==> src/rtl/input_port_unit.sv <==
// Mesh router input port: flit FIFO, XY route computation from the head flit,
// and wormhole request/lock presentation to the output arbiter.
module input_port_unit #(
   parameter int DATA_WIDTH = 32,
   parameter int COORD_W    = 2,
   parameter int DEPTH      = 4,
   parameter int CUR_X      = 0,
   parameter int CUR_Y      = 0
) (
   input  logic                  clk,
   input  logic                  rst,
   input  logic                  valid_i,
   input  logic [DATA_WIDTH+1:0] flit_i,
   output logic                  ready_o,
   output logic [5:0]            dir_o,
   output logic                  is_body_o,
   input  logic                  grant_i,
   output logic [DATA_WIDTH+1:0] flit_o,
   output logic                  flit_valid_o,
   output logic                  err_o
);

   localparam int AW = $clog2(DEPTH);
   localparam int FW = DATA_WIDTH + 2;
   localparam logic [COORD_W-1:0] CX = COORD_W'(CUR_X);
   localparam logic [COORD_W-1:0] CY = COORD_W'(CUR_Y);

   typedef enum logic [1:0] {IDLE, ROUTED, BODY} state_t;

   logic [FW-1:0]      mem_q [DEPTH];
   logic [AW-1:0]      wr_ptr_q, wr_ptr_d, rd_ptr_q, rd_ptr_d;
   logic [AW:0]        count_q, count_d;
   state_t             state_q, state_d;
   logic [5:0]         dir_q, dir_d;
   logic               push, pop, empty, fwd, drop;
   logic [1:0]         head_type;
   logic [COORD_W-1:0] dest_x, dest_y;
   logic [4:0]         route;

   assign flit_o    = mem_q[rd_ptr_q];
   assign head_type = flit_o[FW-1:DATA_WIDTH];
   assign dest_x    = flit_o[COORD_W-1:0];
   assign dest_y    = flit_o[2*COORD_W-1:COORD_W];

   always_comb begin
      route = '0;
      if (dest_x > CX)      route[3] = 1'b1;
      else if (dest_x < CX) route[2] = 1'b1;
      else if (dest_y > CY) route[4] = 1'b1;
      else if (dest_y < CY) route[1] = 1'b1;
      else                  route[0] = 1'b1;
   end

   always_comb begin
      empty   = (count_q == '0);
      ready_o = (count_q != (AW+1)'(DEPTH));
      push    = valid_i & ready_o;
      fwd     = grant_i & dir_q[5] & ~empty & (state_q != IDLE);
      // head types (01, 11) have bit 0 set; anything else at the front in IDLE is an orphan
      drop    = (state_q == IDLE) & ~empty & ~head_type[0];
      pop     = fwd | drop;

      wr_ptr_d = wr_ptr_q + AW'(push);
      rd_ptr_d = rd_ptr_q + AW'(pop);
      count_d  = count_q + (AW+1)'(push) - (AW+1)'(pop);

      state_d = state_q;
      dir_d   = dir_q;
      case (state_q)
         IDLE: begin
            if (!empty && head_type[0]) begin
               dir_d   = {1'b1, route};
               state_d = ROUTED;
            end
         end
         ROUTED: begin
            if (fwd) begin
               if (head_type == 2'b11) begin
                  state_d = IDLE;
                  dir_d   = '0;
               end else begin
                  state_d = BODY;
               end
            end
         end
         BODY: begin
            if (fwd && head_type == 2'b10) begin
               state_d = IDLE;
               dir_d   = '0;
            end
         end
         default: begin
            state_d = IDLE;
            dir_d   = '0;
         end
      endcase
   end

   always_ff @(posedge clk or negedge rst) begin
      if (!rst) begin
         wr_ptr_q <= '0;
         rd_ptr_q <= '0;
         count_q  <= '0;
         state_q  <= IDLE;
         dir_q    <= '0;
      end else begin
         wr_ptr_q <= wr_ptr_d;
         rd_ptr_q <= rd_ptr_d;
         count_q  <= count_d;
         state_q  <= state_d;
         dir_q    <= dir_d;
      end
   end

   always_ff @(posedge clk) begin
      if (push) mem_q[wr_ptr_q] <= flit_i;
   end

   assign dir_o        = dir_q;
   assign is_body_o    = (state_q == BODY);
   assign flit_valid_o = fwd;
   assign err_o        = drop;

endmodule

==> config.mk <==
export PLATFORM = sky130hd
export DESIGN_NAME = input_port_unit
export DESIGN_NICKNAME = d
export VERILOG_FILES = /design/src/rtl/input_port_unit.sv
export SDC_FILE = /design/constraint.sdc
export NUM_CORES = 1
export LEC_CHECK = 0
export ABC_AREA = 1
export BUFFER_PORTS_ARGS = -buffer_cell sky130_fd_sc_hd__buf_2
export CAP_MARGIN = 10
export CORE_ASPECT_RATIO = 0.9
export CORE_UTILIZATION = 59
export CTS_BUF_LIST = sky130_fd_sc_hd__clkbuf_8
export CTS_CLUSTER_SIZE = 28
export DETAILED_ROUTE_END_ITERATION = 10
export PLACE_DENSITY = 0.8
export SLEW_MARGIN = 20
export SYNTH_ARGS = -nofsm -noshare
export SYNTH_HDL_FRONTEND = slang
export SYNTH_SLANG_ARGS = --single-unit
==> constraint.sdc <==
create_clock -name clk -period 4.9 [get_ports clk]
set_input_delay 0.49 -clock clk [delete_from_list [all_inputs] [get_ports clk]]
set_output_delay 0.49 -clock clk [all_outputs]
set_load 0.02 [all_outputs]
==> qor.txt <==
Hold path depth - 1
Routed WL - 11.5 mm
Inserted Clock Buffers - 17
First-pass iteration count of the detailed router - 5
Reg-to-reg endpoint - count_q[2]
Worst EP required - 4410 ps
Worst Path Arrival - 2390 ps
Post-route antenna net violation count - 0
R2R setup slack - 2030 ps
First-pass GRT wire length - 17.6 mm
Utilization of the core after routing - 70.0%
Buf+Inv Stages, Crit Path - 3
CTS clock-pin slew for the worst setup and hold paths - 80 ps
Number of synthesized flops with an enable pin - 136
RSZ-0062 raised after global routing - no
Slew Limit Headroom - 55.7%
Power per cell area - 465 nW/um^2
Rows - 34
Setup bufs post-CTS - 0
Final Wtd Congestion - 0.759
Dpl ws - 2040 ps
Gr ovfl total - 0
Family with the most delay on the worst path - buffers and inverters
CTS tree - yes
Startpoint Class - register
Area Overhead vs Synth - 15.4%
Initial core utilization - 60.6%
Max stage delay on crit path - 510 ps
Synth Instances - 443
Leak - 0.00256 uW
Largest cells by area after synthesis - edfxtp_1 (70%), dfrtp_1 (5.6%), nor2_1 (4.3%), o21ai_0 (3.3%), o22ai_1 (3.0%)
Clk_skew - 12.3 ps
Final worst setup slack - 2020 ps
Ys flop type - edfxtp_1
Hold Vio Cnt, Final - 0
1st-iter DRT viols - 258
Critical Path Fanout Max - 45
Crit Path Category - register to output pin
Mean number of vias per cell - 5.58
Detailed placement HPWL - 6.69 mm
Asr flop ratio synth - 8.72%
Largest net degree at the start of global routing - 71
Vias in the first global route - 3,504
Port Buffers - 79
Clk sinks - 149
I/O pin total - 82
Worst hold path startpoint - flit_i[14]
Vias - 3,707
Total track usage - 23.5%
Synth Cell Area - 5860 um^2
CP max stage cell - buf_4
Core ar. - 9660 um^2
Leading area contributor after synthesis - edfxtp_1
Initial antenna violation count - 0
Worst VDD drop - 0.257 mV
Yosys warns - 0
H-Tree Depth - 4
Final setup vio count - 0
CP Cell Sequence - inv_2 > buf_4 > o21ai_0 > o22ai_1 > buf_2
Worst Hold Class - input port to register
Synth Area per Inst - 13.2 um^2
Worst-case reg-to-reg path depth - 11
Max Root-Sink Buffers - 2
Hold Crit Endpoint - mem_q[3][14]
Count of cell types in the netlist - 25
Final Max Slew Viols - 0
Post-synthesis register bit count - 149
DRC - 0
Max Cap Violations - 0
Critical Path Sink Type - output pin
CTS root buffer - clkbuf_8
F_max - 0.347 GHz
Worst skew pair latency - 430 ps
ANT cells - 0
Final Net Count - 570
Status - finished clean
Post-synthesis sequential area ratio - 75.3%
Die width - 107 um
R2R Path Start - rd_ptr_q[1]
Share of post-route cells with drive strength above 1 - 26.8%
Post-synth top area share - 69.7%
Routed WL per cell - 17.3 um
Die area - 10,300 um^2
Die H - 96.5 um
Setup_tns - 0 ps
Tmin final - 2880 ps
Final period util - 58.8%
Worst Tran Pin Value - 664 ps
per-layer routing:
layer  GRT usage, %  share of wire (%)  routed length (um)
met1           29.9                 42                4880
met2           39.4                 51                5860
met3           5.37                5.0                 575
met4           10.3                1.5                 172
met5              0                  0                   0
synthesized netlist by cell type (2+ instances only):
master and number:
nor3_1 4, buf_6 2, inv_2 8, a21oi_1 2, nor2_1 67, o21ai_1 18, o22ai_1 28, nand3_1 16
nand2_1 46, clkbuf_2 2, clkbuf_1 5, buf_4 4, o21ai_0 39, inv_1 16, edfxtp_1 136, buf_2 10
dfrtp_1 13, nand3_2 4, ha_1 4, xor2_1 3, nand2_2 12
what timing repair did:
item	CTS	global route
hold buffers	1	0
resized for setup	0	0
setup endpoints to repair	0	0
endpoints found under the hold margin	13	0
placed cells by master, fill, tap and decap left out, types with 16 or more instances in the layout:
master | synthesis | layout
o22ai_1 | 28 | 28
o21ai_1 | 18 | 18
nand3_1 | 16 | 16
buf_2 | 10 | 79
o21ai_0 | 39 | 39
inv_1 | 16 | 16
nor2_1 | 67 | 67
clkbuf_8 | 0 | 17
nand2_1 | 46 | 46
edfxtp_1 | 136 | 136
flip-flops by register name (all words and copies together), names as in the netlist:
name and count:
state_q 2, dir_o 4, mem_q 136, wr_ptr_q 2
rd_ptr_q 2, count_q 3
final cells by class:
| cell class | instances | area, um^2 |
|---|---|---|
| Clock buffer | 17 | 234 |
| Timing Repair Buffer | 87 | 458 |
| Clock inverter | 13 | 156 |
| Sequential cell | 149 | 4410 |
| Tap cell | 126 | 158 |
| Multi-Input combinational cell | 248 | 1250 |
| Inverter | 24 | 90.1 |
| Fill cell | 640 | 2900 |
logic make-up after synthesis:
group / after synthesis / share of synthesized area (%)
simple gates: 150 / 11.0
flops: 149 / 75.3
compound gates: 87 / 8.03
buf+inv: 47 / 3.78
fa+ha+maj: 5 / 1.20
xor+xnor: 4 / 0.598
other cells: 1 / 0.0640
worst max path at each step:
stage / from / endpoint / slack (ps) / cells after the start
3_5_place_dp: rd_ptr_q[1] / count_q[2] / 2040 / 11
5_1_grt: rd_ptr_q[1] / count_q[2] / 1790 / 11
4_1_cts: rd_ptr_q[1] / count_q[2] / 2010 / 11
2_1_floorplan: count_q[1] / mem_q[0][0] / 1270 / 4
3_3_place_gp: rd_ptr_q[1] / count_q[2] / 2130 / 11
6_report: rd_ptr_q[0] / flit_o[11] / 2020 / 5
per-stage QoR:
| step | power, uW | instances | hold slack (ps) | instance area, um^2 |
|---|---|---|---|---|
| floorplan | 2050 | 444 | 194 | 5860 |
| global placement | 2200 | 633 | 388 | 6350 |
| detailed placement | 2240 | 633 | 405 | 6350 |
| CTS | 3160 | 664 | 251 | 6760 |
| global route | 3260 | 664 | 256 | 6760 |
| finish | 3140 | 664 | 266 | 6760 |
report_power, final:
part | switching (uW) | internal, uW
registers | 74.3 | 1660
logic | 336 | 131
clock network | 442 | 495
total | 852 | 2290
(Power assumes the default switching activity.)
